$ cat config.mk
export PLATFORM = sky130hd
export DESIGN_NAME = text_core_v2
export DESIGN_NICKNAME = d
export VERILOG_FILES = /design/src/rtl/text_core_v2.sv
export SDC_FILE = /design/constraint.sdc
export NUM_CORES = 1
export LEC_CHECK = 0
export ABC_AREA = 0
export CAP_MARGIN = 20
export CORE_UTILIZATION = 36
export CTS_CLUSTER_SIZE = 25
export DETAILED_ROUTE_END_ITERATION = 8
export GPL_ROUTABILITY_DRIVEN = 0
export PLACE_DENSITY = 0.66
export SLEW_MARGIN = 10
export SYNTH_ARGS = -nofsm -noshare
export SYNTH_HDL_FRONTEND = slang
export SYNTH_SLANG_ARGS = --single-unit
$ cat constraint.sdc
create_clock -name clk -period 3.6 [get_ports clk]
set_clock_uncertainty 0.05 [all_clocks]
set_input_delay 1.08 -clock clk [delete_from_list [all_inputs] [get_ports clk]]
set_output_delay 1.08 -clock clk [all_outputs]
set_load 0.01 [all_outputs]
$ cat src/rtl/text_core_v2.sv
// text_core_v2: multicycle fetch/decode/execute accumulator core that drives a
// single-port synchronous RAM holding both program and display text.
//
// Ports:
//   clk          system clock; all state changes on the rising edge
//   rst          asynchronous, active-high reset
//   run          1 = execute; only looked at while fetching
//   readData     RAM read data, valid one cycle after the address is presented
//   writeData    RAM write data (acc during STORE, otherwise 0)
//   writeEnable  RAM write strobe, one cycle per STORE
//   address      RAM address
//   pc_out       current program counter (debug)
//   paused       high while the PAUSE state is active
//
// Handshake: there is no valid/ready pair. The RAM is a fixed-latency slave:
// an address presented in cycle N is answered on readData in cycle N+1, and a
// write strobe in cycle N updates the RAM at the end of cycle N.
module text_core_v2 #(
    parameter int unsigned DATA_W       = 16,
    parameter int unsigned ADDR_W       = 16,
    parameter int unsigned START_ADDR   = 16'h2400,
    parameter int unsigned END_ADDR     = 16'h27FF,
    parameter int unsigned BASE_ADDR    = 16'h0000,
    parameter int unsigned PAUSE_CYCLES = 1000000
) (
    input  logic              clk,
    input  logic              rst,
    input  logic              run,
    input  logic [DATA_W-1:0] readData,
    output logic [DATA_W-1:0] writeData,
    output logic              writeEnable,
    output logic [ADDR_W-1:0] address,
    output logic [ADDR_W-1:0] pc_out,
    output logic              paused
);
    localparam int unsigned IMM_W = DATA_W - 4;
    localparam int unsigned CNT_W = (PAUSE_CYCLES > 1) ? $clog2(PAUSE_CYCLES) : 1;

    localparam logic [ADDR_W-1:0] START_PC  = ADDR_W'(START_ADDR);
    localparam logic [ADDR_W-1:0] END_PC    = ADDR_W'(END_ADDR);
    localparam logic [ADDR_W-1:0] BASE_PTR  = ADDR_W'(BASE_ADDR);
    localparam logic [CNT_W-1:0]  CNT_LAST  = CNT_W'(PAUSE_CYCLES - 1);

    localparam logic [3:0] OP_RESTART = 4'd0;
    localparam logic [3:0] OP_LOAD    = 4'd1;
    localparam logic [3:0] OP_STORE   = 4'd2;
    localparam logic [3:0] OP_ADVANCE = 4'd3;
    localparam logic [3:0] OP_INC     = 4'd4;
    localparam logic [3:0] OP_PAUSE   = 4'd5;
    localparam logic [3:0] OP_ADD     = 4'd6;
    localparam logic [3:0] OP_MOVE    = 4'd7;
    localparam logic [3:0] OP_LDI     = 4'd8;

    typedef enum logic [1:0] {
        ST_FETCH  = 2'd0,
        ST_DECODE = 2'd1,
        ST_EXEC   = 2'd2,
        ST_PAUSE  = 2'd3
    } state_t;

    state_t            state_q, state_d;
    logic [ADDR_W-1:0] pc_q, pc_d;
    logic [ADDR_W-1:0] mptr_q, mptr_d;
    logic [DATA_W-1:0] acc_q, acc_d;
    logic [DATA_W-1:0] ir_q, ir_d;
    logic [CNT_W-1:0]  cnt_q, cnt_d;

    logic [3:0]        opcode;
    logic [IMM_W-1:0]  imm;

    assign opcode = ir_q[DATA_W-1 -: 4];
    assign imm    = ir_q[IMM_W-1:0];
    assign pc_out = pc_q;

    always_ff @(posedge clk or posedge rst) begin
        if (rst) begin
            state_q <= ST_FETCH;
            pc_q    <= START_PC;
            mptr_q  <= '0;
            acc_q   <= '0;
            ir_q    <= '0;
            cnt_q   <= '0;
        end else begin
            state_q <= state_d;
            pc_q    <= pc_d;
            mptr_q  <= mptr_d;
            acc_q   <= acc_d;
            ir_q    <= ir_d;
            cnt_q   <= cnt_d;
        end
    end

    always_comb begin
        state_d     = state_q;
        pc_d        = pc_q;
        mptr_d      = mptr_q;
        acc_d       = acc_q;
        ir_d        = ir_q;
        cnt_d       = cnt_q;
        address     = '0;
        writeData   = '0;
        writeEnable = 1'b0;
        paused      = 1'b0;

        case (state_q)
            ST_FETCH: begin
                address = pc_q;
                if (run) begin
                    state_d = ST_DECODE;
                end
            end

            ST_DECODE: begin
                // Instruction word arrives now; point the RAM at mptr so the
                // operand is on readData during EXEC.
                address = mptr_q;
                ir_d    = readData;
                pc_d    = (pc_q == END_PC) ? START_PC : pc_q + ADDR_W'(1);
                state_d = ST_EXEC;
            end

            ST_EXEC: begin
                address = mptr_q;
                state_d = ST_FETCH;
                case (opcode)
                    OP_RESTART: pc_d = START_PC;   // overrides the DECODE increment
                    OP_LOAD:    acc_d = readData;
                    OP_STORE: begin
                        writeData   = acc_q;
                        writeEnable = 1'b1;
                    end
                    OP_ADVANCE: mptr_d = mptr_q + ADDR_W'(1);
                    OP_INC:     acc_d = acc_q + DATA_W'(1);
                    OP_PAUSE: begin
                        state_d = ST_PAUSE;
                        cnt_d   = '0;
                    end
                    OP_ADD:     acc_d = acc_q + readData;
                    OP_MOVE:    mptr_d = BASE_PTR + ADDR_W'(imm);
                    OP_LDI:     acc_d = DATA_W'(imm);
                    default:    ;
                endcase
            end

            ST_PAUSE: begin
                paused = 1'b1;
                if (cnt_q == CNT_LAST) begin
                    cnt_d   = '0;
                    state_d = ST_FETCH;
                end else begin
                    cnt_d = cnt_q + CNT_W'(1);
                end
            end

            default: state_d = ST_FETCH;
        endcase
    end
endmodule
* Yosys cells after proc, flatten, opt, wreduce, memory -nomap -nowiden
Index checks and enable logic that the tools add are counted.
W data, S select, Z words.
** Storage, ports and cells
- Register bits after elaboration :: 86
- Input port bits :: 19
- Memories :: 0
- Memory bits (writable) :: 0
- Output and inout port bits :: 50
- Logic and storage cells :: 58
- Bits in read-only memories :: 0
- Bits in latches :: 0
** Cells by class
- Magnitude comparators :: 0
- Reduce and logical (&&, ||, !) cells :: 12
- Add/sub/neg operators :: 5
- Divide/modulo/power cells :: 0
- $mul :: 0
- Equality and inequality tests :: 17
- Bitwise operators :: 0
- Shift-type cells :: 0
- Mux-type cells :: 18
** Operators by type and width (count)
- $pmux W16 S2 :: 3
- $mux W16 :: 4
- $pmux W16 S4 :: 1
- $add A16 B1 Y16 const B :: 3
- $mux W20 :: 2
- $pmux W20 S2 :: 1
- $add A20 B1 Y20 const B :: 1
- $eq A20 B20 Y1 const B :: 1
- $add A16 B16 Y16 :: 1
- $eq A16 B14 Y1 const B :: 1
- $eq A4 B3 Y1 const B :: 4
- $reduce_and A2 Y1 :: 5
- $eq A4 B2 Y1 const B :: 2
- $pmux W2 S4 :: 1
- $mux W2 :: 3
- $ne A2 B2 Y1 const B :: 3
- $reduce_bool A2 Y1 :: 3
- $eq A2 B2 Y1 const B :: 2
- $eq A4 B1 Y1 const B :: 1
- $eq A4 B4 Y1 const B :: 1
- $logic_not A4 Y1 :: 1
- $reduce_bool A4 Y1 :: 1
- $mux W1 :: 3
- $eq A2 B1 Y1 const B :: 1
- 3 further kinds :: 3

* Longest topological paths before layout
- Depth in word-level cells :: 3
- Mapped depth :: 13
- Gate-level depth less buffers :: 11

* Least setup slack after synthesis
Ideal clock, no wire load.
- Path type :: input to register
- From :: input port readData[0]
- To :: register acc_q[10]
- Required time :: 3418 ps
- Stages :: 10
- Setup time :: 132 ps
- Path buffers :: 0
- Slack :: 167 ps
- Arrival time :: 3251 ps
- Cell sequence :: or3_1 > ha_1 > fa_1 > a21o_1 > a221oi_2 > o21ai_2 > a31oi_4 > xnor2_1 > a221oi_2 > o21ai_1
** On the way
- Word-level cells in the longest chain between the ends :: 2
** Ends and longest elaborated chain
- start: declaration :: line 29 : input logic [DATA_W-1:0] readData,
- $add A16 B16 Y16 :: line 138 : OP_ADD: acc_d = acc_q + readData;
- $pmux W16 S4 :: line 125 : case (opcode)
- end signal: assignment :: line 80 : acc_q <= '0;
- end signal: assignment :: line 87 : acc_q <= acc_d;
- end: declaration :: line 64 : logic [DATA_W-1:0] acc_q, acc_d;
Every way passes these cells.
A chain may end at the register's enable or synchronous reset.

* Final worst setup path
- From :: register state_q[0]
- To :: output port writeData[12]
** On the way
- Word-level cells in the longest chain between the ends :: 2
** Ends and longest elaborated chain
- start: declaration :: line 61 : state_t state_q, state_d;
- start signal: assignment :: line 84 : state_q <= state_d;
- $eq A2 B2 Y1 :: line 105 : case (state_q)
- $mux W16 :: line 105
- end: declaration :: line 30 : output logic [DATA_W-1:0] writeData,
Every way passes these cells.

==> flow_summary.ini <==
[synthesis]
syn_nets = 682
synth_area_leaders = dfrtp_1, nor2_1, o21ai_0
yosysSeqAreaShare = 0.388
synth-edff-count = 0
syn_area_per_cell_sq_um = 8.68
synth_area_sq_um = 5550
yosysTopAreaCell = dfrtp_1
ys_ff_latch = 86
ys_warn_count = 0
async_reset_ff_frac = 1.00
ys_types = 60
netlist_instances = 639
synth_top_area_frac = 0.379
synthFlopType = dfrtp_1

[timing]
setup_tns_ps = 0
maxSlewHeadroom = 0.392
fmax_mhz = 283
holdWs_ps = 464
post-route-period-util = 0.981
tightest_slew_ps = 912
final_hold_viol_count = 0
fin_crit_ps = 3530
slew_violations = 0
setup_viol = 0

[placed_design]
place_inst = 895
port_buffers = 68
hpwl_um = 10700

[final_layout]
instances_no_fill = 914
antenna_cells = 0
n_fill_cell = 1436
utilization = 0.460
syn_to_final_growth_pct = 25.6
drive_gt1_frac = 0.131
nets = 764

[power]
power_frac_comb = 0.475
switching_power_mw = 2.04
p_leak_nw = 3.15
power.share.clock = 0.195
switching_share = 0.412
seqPwrFrac = 0.330
powerDensity_nw_per_um2 = 709
p_int_mw = 2.91
total_power_mw = 4.94
ir_drop_mv = 0.302

[outcome]
violations = design-rule violations
outcome = finished with violations

[setup_path]
slowest_delay_ps = 530
critical_path_class = flip-flop to output port
crit_slowest_cell = clkdlybuf4s50_1
cp.arrival_ps = 2400
cp_top_family = buffers and inverters
crit_buf_inv = 4
timing.critical_path.to_type = output port
crit_chain = inv_2 > ha_1 > inv_2 > nor4_4 > clkbuf_4 > and2_1 > clkdlybuf4s50_1
crit_fanout = 8
required_ps = 2470
startpoint_type = flip-flop
worst_path_most_repeated_cell = inv_2

[clock_network]
cts_tree = yes
clkLatencyLatePin_ps = 350
cts-root-buf = clkbuf_16
cts_sinks = 86
cts_max_level = 3
numCtsBuffers = 9
clock_path_buffers = 2
clk_pin_slew_ps = 60

[drt]
drc = 1
wirelength_um = 15000
vias = 5042
post_drt_wl_per_cell_um = 16.4
viasPerCell = 5.52
ant_nets = 0
drtPass1Iterations = 7
drtIter0Drc = 337

[global_route]
grt_pass1_wl_um = 24500
grtUsageTotal = 0.192
antenna_found_initial = 0
grt_overflow_total = 0
grt_pass1_vias = 4946
grt_max_degree = 59

[die]
floorplan.initialDensity = 0.366
die_w_um = 126
ios = 69
core-area_sq_um = 15100
rows = 45
dieArea_sq_um = 15900
die_y_um = 126

[hold_path]
worstHoldPathType = flip-flop to flip-flop

[job]
max_cap_violations = 0
==> flip-flops by register name (all words and copies together), names as in the netlist <==
register / flops
cnt_q: 20
acc_q: 16
ir_q: 16
mptr_q: 16
pc_out: 16
state_q: 2
==> per-stage QoR <==
stage	cell area (sq um)	setup WS [ps]
finish	6970	68.9
global route	6970	-2.76
CTS	6910	17.5
detailed placement	6610	-433
global placement	6610	-377
floorplan	5550	167
==> power groups by stage <==
| stage | combinational, mW | sequential [mW] | clock [mW] |
|---|---|---|---|
| 6_report | 2.35 | 1.63 | 0.966 |
| 5_1_grt | 2.60 | 1.67 | 1.02 |
| 4_1_cts | 2.33 | 1.63 | 0.986 |
| 3_5_place_dp | 2.32 | 1.64 | 0 |
| 3_3_place_gp | 2.25 | 1.63 | 0 |
| 2_1_floorplan | 1.58 | 1.52 | 0 |
==> logic make-up after synthesis <==
group | after synthesis | synth area share
AO/OA/AOI/OAI | 177 | 0.208
XOR/XNOR | 29 | 0.0458
adder cells (fa/ha/maj) | 24 | 0.0555
multiplexers | 18 | 0.0363
buffers and inverters | 44 | 0.0327
flip-flops | 86 | 0.388
AND/OR/NAND/NOR | 261 | 0.234
==> per-layer routing <==
layer	part of all wire	GRT usage	wire length [um]	vias up
met5	0	0	0	-
met1	0.44	0.243	6620	2444
li1	-	-	-	2443
met4	0.031	0.0850	469	0
met2	0.49	0.326	7340	123
met3	0.038	0.0280	572	32
==> layout by cell type (no fill, tap or decap), types with 22 or more instances in the layout <==
cell / synthesis / final
dfrtp_1: 84 / 84
nor2_1: 80 / 80
nand2_1: 63 / 63
o21ai_0: 58 / 58
clkdlybuf4s50_1: 0 / 58
a21oi_1: 44 / 44
buf_4: 1 / 36
and2_1: 35 / 35
nand3_1: 23 / 23
ha_1: 23 / 22
==> cells in the mapped netlist (7+ instances only) <==
| cell type | number |
|---|---|
| a21oi_1 | 44 |
| a22oi_1 | 17 |
| a31oi_1 | 7 |
| and2_1 | 35 |
| and3_1 | 14 |
| clkbuf_1 | 28 |
| dfrtp_1 | 84 |
| ha_1 | 23 |
| inv_1 | 8 |
| mux2_2 | 17 |
| nand2_1 | 63 |
| nand2b_1 | 9 |
| nand3_1 | 23 |
| nand4_1 | 11 |
| nor2_1 | 80 |
| o21ai_0 | 58 |
| o31ai_1 | 10 |
| xnor2_1 | 8 |
| xor2_1 | 21 |
==> area by class of cell <==
cell class              count  area, sq um  share of cell area
clock buffers              13          260              0.0373
inverters                   8         31.3             0.00449
flip-flops and latches     86         2150               0.309
clock inverters             3         42.5             0.00611
repair buffers            107         1010               0.145
multi-input cells         509         3230               0.464
well taps                 188          235              0.0338
==> path summary, 6_finish.rpt <==
| kind | from | end | slack, ps | cells past startpoint |
|---|---|---|---|---|
| worst max-delay path | state_q[0]$_DFFE_PP0P_ | writeData[12] | 70 | 7 |
| worst min-delay path | acc_q[5]$_DFFE_PP0P_ | acc_q[5]$_DFFE_PP0P_ | 460 | 2 |
| worst max register to register | ir_q[15]$_DFFE_PP0P_ | acc_q[10]$_DFFE_PP0P_ | 410 | 11 |
| worst min register to register | acc_q[5]$_DFFE_PP0P_ | acc_q[5]$_DFFE_PP0P_ | 460 | 2 |
| max in group asynchronous | rst | pc_out[10]$_DFFE_PP1P_ | 1690 | 3 |
| min in group asynchronous | rst | acc_q[10]$_DFFE_PP0P_ | 1070 | 2 |
==> worst register-to-register path, cell delays in order, from the launching register on <==
cell	delay, ps
dfrtp_1	460
nand2b_1	270
or3_1	360
ha_1	220
fa_1	390
a21o_1	220
a221oi_2	320
o21ai_2	130
a31oi_4	200
xnor2_1	90
a221oi_2	230
o21ai_1	100
==> repair_timing <==
action | in CTS | in global routing
endpoints found under the setup margin | 3 | 32
hold buffers | 0 | 0
resized for setup | 1 | 17
pin swaps | 2 | 1
gates cloned | 0 | 1
buffers inserted | 0 | 1
Note: power is estimated with default switching activity, not from simulation.
